File: config.mk
export PLATFORM = sky130hd
export DESIGN_NAME = tt_um_coastalwhite_canright_sbox
export DESIGN_NICKNAME = d
export VERILOG_FILES = /design/src/rtl/tt_um_coastalwhite_canright_sbox.sv
export SDC_FILE = /design/constraint.sdc
export NUM_CORES = 1
export LEC_CHECK = 0
export ABC_AREA = 1
export CAP_MARGIN = 10
export CORE_UTILIZATION = 40
export DETAILED_ROUTE_END_ITERATION = 10
export HOLD_SLACK_MARGIN = 0.12
export PLACE_DENSITY = 0.62
export SETUP_SLACK_MARGIN = 0.02
export SYNTH_ARGS = -nofsm -noshare
export SYNTH_HDL_FRONTEND = slang
export SYNTH_SLANG_ARGS = --single-unit
File: constraint.sdc
create_clock -name clk -period 6.1 [get_ports clk]
set_clock_uncertainty 0.05 [all_clocks]
set_input_delay 0.915 -clock clk [delete_from_list [all_inputs] [get_ports clk]]
set_output_delay 0.915 -clock clk [all_outputs]
set_load 0.03 [all_outputs]
File: src/rtl/tt_um_coastalwhite_canright_sbox.sv
// -----------------------------------------------------------------------------
// tt_um_coastalwhite_canright_sbox
//
// AES forward S-box built on the Canright tower-field inverter
// GF(((2^2)^2)^2), normal basis. The block holds two datapaths:
//   - an unmasked S-box:  SOUT <= S(DATA)
//   - a two-share masked S-box: SSH <= S(DATA ^ MIN) ^ MOUT, SMK <= MOUT.
//     The shares DATA and MIN are carried separately through the basis
//     change and the inverter. They are never combined. Each nonlinear
//     GF(2^4)/GF(2^2) multiplication is refreshed with bits of R0/R1.
//
// Ports
//   clk      : clock, rising edge
//   rst      : synchronous active-high reset, clears all registers
//   ena      : design-select, ignored
//   ui_in    : write-data byte
//   uio_in   : [3:0] register select, [6] masked trigger, [7] unmasked trigger
//   uo_out   : read-data byte, combinational mux on register select
//   uio_out  : constant 0x00
//   uio_oe   : constant 0x00 (all uio pins are inputs)
//
// Register map (select -> write / read)
//   0001 DATA  w/r   0011 MIN  w   0100 MOUT w   0101 R0 w   0110 R1 w
//   1000 SOUT  r     1001 SSH  r   1010 SMK  r   everything else reads 0x00
// -----------------------------------------------------------------------------
module tt_um_coastalwhite_canright_sbox (
  input  logic       clk,
  input  logic       rst,
  input  logic       ena,
  input  logic [7:0] ui_in,
  input  logic [7:0] uio_in,
  output logic [7:0] uo_out,
  output logic [7:0] uio_out,
  output logic [7:0] uio_oe
);

  localparam logic [3:0] SEL_DATA = 4'b0001;
  localparam logic [3:0] SEL_MIN  = 4'b0011;
  localparam logic [3:0] SEL_MOUT = 4'b0100;
  localparam logic [3:0] SEL_R0   = 4'b0101;
  localparam logic [3:0] SEL_R1   = 4'b0110;
  localparam logic [3:0] SEL_SOUT = 4'b1000;
  localparam logic [3:0] SEL_SSH  = 4'b1001;
  localparam logic [3:0] SEL_SMK  = 4'b1010;

  // Basis-change matrices, one byte per input bit (bit 7 in the top byte).
  // A2X: polynomial basis -> tower normal basis.
  // X2S: tower normal basis -> polynomial basis merged with the linear part
  //      of the AES affine transform (constant 0x63 added separately).
  localparam logic [63:0] A2X = {8'h98, 8'hf3, 8'hf2, 8'h48,
                                 8'h09, 8'h81, 8'ha9, 8'hff};
  localparam logic [63:0] X2S = {8'h58, 8'h2d, 8'h9e, 8'h0b,
                                 8'hdc, 8'h04, 8'h03, 8'h24};

  // ---------------------------------------------------------------------------
  // GF(2) matrix-vector product: XOR of the columns selected by v.
  // ---------------------------------------------------------------------------
  function automatic logic [7:0] mvm(input logic [7:0] v, input logic [63:0] m);
    logic [7:0] acc;
    acc = 8'h00;
    for (int k = 0; k < 8; k++) begin
      if (v[k]) acc = acc ^ m[8*k +: 8];
    end
    return acc;
  endfunction

  // ---------------------------------------------------------------------------
  // GF(2^2), normal basis [W^2, W]
  // ---------------------------------------------------------------------------
  function automatic logic [1:0] gf2_mul(input logic [1:0] g, input logic [1:0] d);
    logic hi, mid, lo;
    hi  = g[1] & d[1];
    mid = (g[1] ^ g[0]) & (d[1] ^ d[0]);
    lo  = g[0] & d[0];
    return {hi ^ mid, lo ^ mid};
  endfunction

  function automatic logic [1:0] gf2_sq(input logic [1:0] g);
    return {g[0], g[1]};
  endfunction

  // multiply by N = W^2
  function automatic logic [1:0] gf2_scl_n(input logic [1:0] g);
    return {g[0], g[1] ^ g[0]};
  endfunction

  // multiply by N^2 = W
  function automatic logic [1:0] gf2_scl_n2(input logic [1:0] g);
    return {g[1] ^ g[0], g[1]};
  endfunction

  // ---------------------------------------------------------------------------
  // GF(2^4) over GF(2^2), normal basis
  // ---------------------------------------------------------------------------
  function automatic logic [3:0] gf4_mul(input logic [3:0] x, input logic [3:0] y);
    logic [1:0] ph, pm, pl, e;
    ph = gf2_mul(x[3:2], y[3:2]);
    pm = gf2_mul(x[3:2] ^ x[1:0], y[3:2] ^ y[1:0]);
    pl = gf2_mul(x[1:0], y[1:0]);
    e  = gf2_scl_n(pm);
    return {ph ^ e, pl ^ e};
  endfunction

  // square and scale by nu
  function automatic logic [3:0] gf4_sq_scl(input logic [3:0] x);
    logic [1:0] s, b;
    s = x[3:2] ^ x[1:0];
    b = gf2_sq(x[1:0]);
    return {gf2_sq(s), gf2_scl_n2(b)};
  endfunction

  function automatic logic [3:0] gf4_inv(input logic [3:0] x);
    logic [1:0] s, b, c, d;
    s = x[3:2] ^ x[1:0];
    b = gf2_mul(x[3:2], x[1:0]);
    c = gf2_scl_n(gf2_sq(s));
    d = gf2_sq(c ^ b);
    return {gf2_mul(d, x[1:0]), gf2_mul(d, x[3:2])};
  endfunction

  // GF(2^8) over GF(2^4); the tower formula naturally maps 0 to 0.
  function automatic logic [7:0] gf8_inv(input logic [7:0] x);
    logic [3:0] s, b, c, d;
    s = x[7:4] ^ x[3:0];
    b = gf4_mul(x[7:4], x[3:0]);
    c = gf4_sq_scl(s);
    d = gf4_inv(c ^ b);
    return {gf4_mul(d, x[3:0]), gf4_mul(d, x[7:4])};
  endfunction

  // ---------------------------------------------------------------------------
  // Two-share versions. Every shared value is returned as {share1, share0}.
  // Products expand bilinearly; the cross terms are folded in together with
  // a fresh random r, so each output share is randomised before it is used.
  // ---------------------------------------------------------------------------
  function automatic logic [3:0] sec_gf2_mul(input logic [1:0] x0, input logic [1:0] x1,
                                             input logic [1:0] y0, input logic [1:0] y1,
                                             input logic [1:0] r);
    logic [1:0] z0, z1;
    z0 = gf2_mul(x0, y0) ^ (gf2_mul(x0, y1) ^ r);
    z1 = gf2_mul(x1, y1) ^ (gf2_mul(x1, y0) ^ r);
    return {z1, z0};
  endfunction

  function automatic logic [7:0] sec_gf4_mul(input logic [3:0] x0, input logic [3:0] x1,
                                             input logic [3:0] y0, input logic [3:0] y1,
                                             input logic [3:0] r);
    logic [3:0] z0, z1;
    z0 = gf4_mul(x0, y0) ^ (gf4_mul(x0, y1) ^ r);
    z1 = gf4_mul(x1, y1) ^ (gf4_mul(x1, y0) ^ r);
    return {z1, z0};
  endfunction

  function automatic logic [7:0] sec_gf4_inv(input logic [3:0] x0, input logic [3:0] x1,
                                             input logic [1:0] rb, input logic [1:0] rh,
                                             input logic [1:0] rl);
    logic [1:0] s0, s1, c0, c1, d0, d1;
    logic [3:0] b, ph, pl;
    s0 = x0[3:2] ^ x0[1:0];
    s1 = x1[3:2] ^ x1[1:0];
    b  = sec_gf2_mul(x0[3:2], x1[3:2], x0[1:0], x1[1:0], rb);
    c0 = gf2_scl_n(gf2_sq(s0));
    c1 = gf2_scl_n(gf2_sq(s1));
    d0 = gf2_sq(c0 ^ b[1:0]);
    d1 = gf2_sq(c1 ^ b[3:2]);
    ph = sec_gf2_mul(d0, d1, x0[1:0], x1[1:0], rh);
    pl = sec_gf2_mul(d0, d1, x0[3:2], x1[3:2], rl);
    return {ph[3:2], pl[3:2], ph[1:0], pl[1:0]};
  endfunction

  // Randomness allocation:
  //   R0[3:0] outer b product, R0[7:4] outer high product, R1[3:0] outer low
  //   product, R1[5:4] inner b product, R1[7:6] inner high product,
  //   R0[5:4]^R1[1:0] inner low product.
  function automatic logic [15:0] sec_gf8_inv(input logic [7:0] x0, input logic [7:0] x1,
                                              input logic [7:0] r0, input logic [7:0] r1);
    logic [3:0] s0, s1, c0, c1;
    logic [7:0] b, d, ph, pl;
    s0 = x0[7:4] ^ x0[3:0];
    s1 = x1[7:4] ^ x1[3:0];
    b  = sec_gf4_mul(x0[7:4], x1[7:4], x0[3:0], x1[3:0], r0[3:0]);
    c0 = gf4_sq_scl(s0) ^ b[3:0];
    c1 = gf4_sq_scl(s1) ^ b[7:4];
    d  = sec_gf4_inv(c0, c1, r1[5:4], r1[7:6], r0[5:4] ^ r1[1:0]);
    ph = sec_gf4_mul(d[3:0], d[7:4], x0[3:0], x1[3:0], r0[7:4]);
    pl = sec_gf4_mul(d[3:0], d[7:4], x0[7:4], x1[7:4], r1[3:0]);
    return {ph[7:4], pl[7:4], ph[3:0], pl[3:0]};
  endfunction

  // ---------------------------------------------------------------------------
  // Registers and decode
  // ---------------------------------------------------------------------------
  logic [7:0] r_data, r_min, r_mout, r_r0, r_r1;
  logic [7:0] r_sout, r_ssh, r_smk;

  logic [3:0]  w_sel;
  logic        w_tu, w_tm;
  logic [7:0]  w_data_x, w_min_x, w_inv_u, w_sbox_u;
  logic [15:0] w_inv_sh;
  logic [7:0]  w_s0, w_s1, w_ssh;
  logic        w_unused;

  assign w_sel = uio_in[3:0];
  assign w_tu  = uio_in[7];
  assign w_tm  = uio_in[6];

  assign w_unused = &{1'b0, ena, uio_in[5:4]};

  // Unmasked path
  assign w_data_x = mvm(r_data, A2X);
  assign w_inv_u  = gf8_inv(w_data_x);
  assign w_sbox_u = mvm(w_inv_u, X2S) ^ 8'h63;

  // Masked path: DATA and MIN stay separate shares throughout. The affine
  // constant goes into one share only; MOUT is added to share 0 before
  // share 1 so the unmasked S-box output is not formed either.
  assign w_min_x  = mvm(r_min, A2X);
  assign w_inv_sh = sec_gf8_inv(w_data_x, w_min_x, r_r0, r_r1);
  assign w_s0     = mvm(w_inv_sh[7:0], X2S) ^ 8'h63;
  assign w_s1     = mvm(w_inv_sh[15:8], X2S);
  assign w_ssh    = (w_s0 ^ r_mout) ^ w_s1;

  always_ff @(posedge clk) begin
    if (rst) begin
      r_data <= 8'h00;
      r_min  <= 8'h00;
      r_mout <= 8'h00;
      r_r0   <= 8'h00;
      r_r1   <= 8'h00;
      r_sout <= 8'h00;
      r_ssh  <= 8'h00;
      r_smk  <= 8'h00;
    end else begin
      case (w_sel)
        SEL_DATA: r_data <= ui_in;
        SEL_MIN:  r_min  <= ui_in;
        SEL_MOUT: r_mout <= ui_in;
        SEL_R0:   r_r0   <= ui_in;
        SEL_R1:   r_r1   <= ui_in;
        default:  ;
      endcase
      // Triggers see pre-edge register values, so a same-edge write only
      // affects later computations.
      if (w_tu) r_sout <= w_sbox_u;
      if (w_tm) begin
        r_ssh <= w_ssh;
        r_smk <= r_mout;
      end
    end
  end

  always_comb begin
    uo_out = 8'h00;
    case (w_sel)
      SEL_DATA: uo_out = r_data;
      SEL_SOUT: uo_out = r_sout;
      SEL_SSH:  uo_out = r_ssh;
      SEL_SMK:  uo_out = r_smk;
      default:  uo_out = 8'h00;
    endcase
  end

  assign uio_out = 8'h00;
  assign uio_oe  = 8'h00;

endmodule

==> results.json <==
{
  "synth_top_cell_area_share_pct": 23.6,
  "synthTopCellsByCount": "nand2_1, nand3_1, inv_1",
  "reg2reg_to": "r_ssh[4]",
  "synthToLayoutAreaGrowth_pct": 23.5,
  "multiInputGateArea_sq_mm": 0.00853,
  "fp.dieW_microns": 160,
  "cpMostUsedCell": "nand2_1",
  "grt_usage_pct": 26.4,
  "placed_area_sq_mm": 0.0111,
  "cts_sinks": 64,
  "cts_root_buf": "clkbuf_16",
  "rsz0062_at_grt": "yes",
  "required_ns": 6.30,
  "syn_avg_cell_area_sq_um": 5.72,
  "grt_antenna_before_repair": 1,
  "mappedNetlistArea_sq_mm": 0.0100,
  "status": "finished, final reports clean",
  "drc": 0,
  "synth_top_family_by_area": "simple AND/OR/NAND/NOR gates",
  "grt_pass1_vias": 9740,
  "place_congestion": 0.973,
  "min_path_type": "flop to flop",
  "place_hpwl_microns": 28300,
  "worstMarginPinSlew_ns": 0.842,
  "grt_pass1_wl_microns": 52000,
  "cts_hold_buf": 0,
  "grt_max_degree": 56,
  "synth_enable_flop_cells": 0,
  "synth_compound_area_share_pct": 7.62,
  "drtIter0Drc": 927,
  "htree_levels": 3,
  "row_count": 57,
  "synth-async-reset-ratio_pct": 0,
  "final-hold-violation-count": 0,
  "reg2reg_slack_ns": 0.37,
  "wirelength_microns": 35100,
  "synth_cells": 1750,
  "nNetsFinal": 1889,
  "core_area_sq_mm": 0.0245,
  "clkLatencyLatePin_ns": 0.36,
  "rr_startpoint": "r_min[0]",
  "cts_made_buffers": 9,
  "min_period_ns": 5.73,
  "drt_first_pass_iters": 6,
  "worst_setup_path_end_kind": "flop",
  "hold_start": "r_sout[3]",
  "yosys.area.top_type": "nand2_1",
  "routedWlPerCell_microns": 16.0,
  "ios": 43,
  "hold_path_depth": 2,
  "finalMaxSlewViolations": 0,
  "yosysMostFrequentCell": "nand2_1",
  "setup_violations": 0,
  "grt_overflow_total": 0,
  "arrival_ns": 5.93,
  "worstHoldEndpoint": "r_sout[3]",
  "port_buffers": 23,
  "final_cell_area_sq_mm": 0.0124,
  "r2r_cells": 48,
  "critPathLaunchType": "flop",
  "clockBufferDepth": 2,
  "tritoncts": "built",
  "synth-simple-area-share_pct": 53.7,
  "synth_xor_area_share_pct": 13.4,
  "maxSlewHeadroom_pct": 43.7,
  "viasPerCell": 5.16,
  "synthFlopType": "dfxtp_1",
  "vias": 11293,
  "fmax_mhz": 174,
  "synth-seq-cells": 64,
  "die_y_microns": 160,
  "muxShareOfSynthArea_pct": 0,
  "synth_cell_type_count": 41,
  "critical_path_class": "flop to flop",
  "n_fill_cell": 2482,
  "register_area_sq_mm": 0.00131,
  "yosys-top-cells-area": "nand2_1, dfxtp_1, nand3_1",
  "drtAntennaViolNets": 0,
  "period_share_pct": 94.0,
  "cp_max_fo": 8,
  "max_cap_violations": 0,
  "die_area_sq_mm": 0.0257,
  "initial_core_util_pct": 40.9,
  "clkTransAtPathRegs_ns": 0.06,
  "seq_area_frac_synth_pct": 12.8,
  "hold-worst-slack_ns": 0.433,
  "crit_path_top_delay_cell": "dfxtp_4",
  "critPathMaxStageDelay_ns": 0.36,
  "synthAdderAreaFrac_pct": 1.62,
  "ys_warn_count": 0,
  "layout-drive-gt1-share_pct": 27.2
}
[state kept, by name (all words and copies together), names as in the netlist]
signal  cells
r_sout      8
r_r1        8
r_data      8
r_min       8
r_mout      8
r_smk       8
r_r0        8
r_ssh       8
[cells in the final DEF, fill, tap and decap left out, drive strengths merged, types with 23 or more instances in the layout]
cell           netlist  layout
clkdlybuf4s50        0      23
o21ai               70      70
buf                 24      95
dfxtp               64      64
a21oi               57      57
nor2                80      80
xor2                85      85
inv                222     222
nand3              231     231
xnor2               58      58
nand2              770     770
[how the worst max path moves through the flow]
stage | start | end | depth (start not counted)
3_3_place_gp | r_min[6] | r_ssh[5] | 45
4_1_cts | r_data[6] | r_ssh[0] | 47
6_report | r_min[0] | r_ssh[4] | 48
3_5_place_dp | r_data[6] | r_ssh[0] | 47
2_1_floorplan | r_min[0] | r_ssh[2] | 50
5_1_grt | r_min[0] | r_ssh[4] | 53
[layer usage]
metal | routed length [microns] | track usage, % | vias to the layer above | part of all wire (%)
li1 | - | - | 5697 | -
met1 | 15700 | 36.2 | 5150 | 45
met2 | 15800 | 42.4 | 390 | 45
met3 | 2700 | 4.26 | 56 | 7.7
met4 | 931 | 7.58 | 0 | 2.7
met5 | 0 | 0 | - | 0
[what timing repair did]
item                                    in CTS  in global routing
setup buffers                                0                 15
resized for setup                            0                197
endpoints found under the setup margin       0                 16
[area by class of cell]
| cell class | instances | area share (%) |
|---|---|---|
| multi-input combinational | 1438 | 68.9 |
| sequential | 64 | 10.6 |
| timing repair buffer | 118 | 7.73 |
| inverter | 226 | 7.06 |
| tap | 324 | 3.28 |
| clock buffer | 9 | 1.82 |
| clock inverter | 7 | 0.577 |
| antenna | 1 | 0.0202 |
[kinds of logic (layout without fill, tap and decap cells)]
family,after synthesis,in the layout
other,1,17
adders and majority gates,13,13
xor gates and xnor gates,143,143
DFF,64,64
AOI/OAI and AO/OA,143,143
buffers and inverters,263,360
and+or+nand+nor,1123,1123
[stage by stage]
step / setup WS (ns) / std cells / util [%] / TNS, ns
4_1_cts: 0.0306 / 2171 / 46.5 / 0
3_5_place_dp: 0.0428 / 2155 / 45.3 / 0
6_report: 0.369 / 2187 / 50.5 / 0
5_1_grt: -0.0733 / 2186 / 50.5 / -0.236
3_3_place_gp: 0.153 / 2155 / 45.3 / 0
2_1_floorplan: 0.819 / 1765 / - / 0
[worst max-delay path, delay by kind of cell (launching register included)]
kind / cells / cell delay, ns
simple gates: 35 / 3.16
fa+ha+maj: 2 / 0.59
flops: 1 / 0.36
xor+xnor: 5 / 0.86
compound gates: 1 / 0.15
buf+inv: 5 / 0.42
Power is not shown: default switching activity piles up to over one toggle a cycle in this logic, so the estimate is an artifact.
==> variant (same flow settings) <==
Add an input register stage for `ena`, `ui_in` and `uio_in`; this delays them by one clock.
--- a/src/rtl/tt_um_coastalwhite_canright_sbox.sv
+++ b/src/rtl/tt_um_coastalwhite_canright_sbox.sv
@@ -53,4 +53,14 @@
                                  8'hdc, 8'h04, 8'h03, 8'h24};
 
+  logic ena_q;
+  logic [7:0] ui_q;
+  logic [7:0] uio_q;
+
+  always_ff @(posedge clk) begin
+    ena_q <= ena;
+    ui_q  <= ui_in;
+    uio_q <= uio_in;
+  end
+
   // ---------------------------------------------------------------------------
   // GF(2) matrix-vector product: XOR of the columns selected by v.
@@ -201,9 +211,9 @@
   logic        w_unused;
 
-  assign w_sel = uio_in[3:0];
-  assign w_tu  = uio_in[7];
-  assign w_tm  = uio_in[6];
-
-  assign w_unused = &{1'b0, ena, uio_in[5:4]};
+  assign w_sel = uio_q[3:0];
+  assign w_tu  = uio_q[7];
+  assign w_tm  = uio_q[6];
+
+  assign w_unused = &{1'b0, ena_q, uio_q[5:4]};
 
   // Unmasked path
@@ -233,9 +243,9 @@
     end else begin
       case (w_sel)
-        SEL_DATA: r_data <= ui_in;
-        SEL_MIN:  r_min  <= ui_in;
-        SEL_MOUT: r_mout <= ui_in;
-        SEL_R0:   r_r0   <= ui_in;
-        SEL_R1:   r_r1   <= ui_in;
+        SEL_DATA: r_data <= ui_q;
+        SEL_MIN:  r_min  <= ui_q;
+        SEL_MOUT: r_mout <= ui_q;
+        SEL_R0:   r_r0   <= ui_q;
+        SEL_R1:   r_r1   <= ui_q;
         default:  ;
       endcase
Function: changed (a bounded check fails within 4 cycles, from zero or initial values and one cycle with rst high).
==> variant against the unedited design <==
Cell area is 4.6% higher. Global-route usage fell by 0.72 points. Count of clock-buffer cells in the layout is 1 higher. Routed wire length is 1.4% lower. Setup slack worse by 0.11 ns. Maximum frequency down 1.8%. Synthesized area decreased by 1.8%. Hold slack gained 0.0039 ns. Sequential cell count is 14 higher. Critical path type unchanged.
Power is left out: the tool's default activity adds up to more than one toggle a clock period on the data nets, which glitch-free logic cannot reach.
==> variant: results <==
metrics = {
    "placed_design": {
        "gp_congestion": 1.04,
        "numPortBuffers": 23,
        "hpwl_um": 27300,
        "dp_cells": 2119,
    },
    "timing": {
        "holdWs_ns": 0.437,
        "worst_pin_slew_ns": 0.729,
    },
    "critical_path": {
        "slowest_stage": "dfxtp_4",
        "r2r.worst_path.cells": 54,
        "rr_endpoint": "r_ssh[0]",
        "worstSetupPathType": "reg2reg",
        "cpPeakStageDelay_ns": 0.37,
        "cp-endpoint": "r_ssh[0]",
        "path_max_fanout": 7,
        "critPathArrivalTime_ns": 5.99,
        "r2r_setup_slack_ns": 0.26,
        "reg2reg_from": "r_min[0]",
    },
    "layout": {
        "num_antenna_cells": 0,
        "nFillCells": 2378,
        "nNetsFinal": 1867,
        "drive_above_1_share_pct": 31.1,
    },
    "worst_hold_path": {
        "hold_path_startpoint": "r_sout[0]",
        "hold_end": "r_sout[0]",
        "hold_depth": 2,
        "hold_class": "reg2reg",
    },
    "clock_tree": {
        "clock_path_buffers": 2,
        "clk_latency_ns": 0.35,
        "cts_buffers": 9,
        "cts-root-buf": "clkbuf_16",
        "path_clk_slew_ns": 0.07,
    },
    "global_route": {
        "grt_max_degree": 30,
        "use_met3_pct": 3.74,
        "grt_pass1_vias": 9554,
        "grt.total_usage_pct": 25.7,
        "grt_pass1_wl_um": 50500,
        "antenna_found_initial": 1,
        "global_route.usage.met2_pct": 41.9,
        "grt_util_met1_pct": 34.6,
    },
    "yosys": {
        "synthTopCellsByCount": "613 x nand2_1, 218 x nand3_1, 179 x inv_1",
        "ys_warn_count": 0,
        "synth_edf_count": 0,
        "netlist_top_cells_area": "nand2_1 23%, dfxtp_1 16%, nand3_1 11%, xor2_1 6.9%, inv_1 6.8%",
        "ys_async_sr_fraction_pct": 0,
        "synth-main-ff-cell": "dfxtp_1",
        "synth_area_per_cell_um2": 5.73,
        "synth_cell_type_count": 39,
        "yosysSeqAreaShare_pct": 15.9,
    },
    "drt": {
        "dr.pass1.iters": 7,
        "vias": 11200,
        "drt-initial-drc-count": 900,
        "post_drt_wl_per_cell_um": 16.0,
        "wl_um": 34600,
    },
    "status": {
        "status": "complete, no violations",
    },
}
## variant: changes by cell type in the layout (fill, tap and decap cells not counted), sizes merged, moves of 4 or more
cell and change:
nand2 -68, or2 +7, nor2 +9, buf +18, nand3 +11, o211ai -4, o21ai +11, nand4 -8
dfxtp +14, nand3b -7
## variant: stage by stage
step | instance area [um^2] | setup WS, ns | util (%)
detailed placement | 10900 | -0.0901 | 45.0
global route | 12900 | -0.101 | 53.3
finish | 12900 | 0.262 | 53.3
global placement | 10900 | -0.0113 | 45.0
floorplan | 9890 | 0.446 | -
CTS | 11300 | 0.0204 | 46.5
## variant: metal layers
layer	routed length [um]	vias up
met5	0	-
met4	1070	0
met1	15300	5165
met2	15900	376
li1	-	5592
met3	2350	56
## variant: final cells by class
type | instances | area, um^2 | area share [%]
multi-input cells | 1385 | 8590 | 66.4
flip-flops and latches | 78 | 1590 | 12.3
repair buffers | 137 | 1160 | 8.99
inverters | 224 | 885 | 6.84
well taps | 324 | 405 | 3.14
clock buffers | 10 | 229 | 1.77
clock inverters | 6 | 72.6 | 0.561
## variant: logic make-up after synthesis
group,count (synthesis),share of synthesized area (%)
other,1,0.0381
adder cells (fa/ha/maj),13,1.65
XOR/XNOR,138,13.0
AND/OR/NAND/NOR,1066,49.9
flip-flops,78,15.9
AO/OA/AOI/OAI,152,8.12
buffers and inverters,267,11.4
## variant: repair_timing
item / CTS / global route
pin swaps: 6 / 154
endpoints found under the setup margin: 8 / 15
hold buffers: 0 / 0
resized for setup: 18 / 358
cloned: 0 / 1
setup buffers: 0 / 28
## variant: critical path: cells and delay by family (launching register included)
family                     cells  cell delay (ns)
adders and majority gates      2             0.52
and+or+nand+nor               33             2.81
DFF                            1             0.37
xor gates and xnor gates       6             1.00
buffers and inverters         12             0.87
AOI/OAI and AO/OA              1             0.06
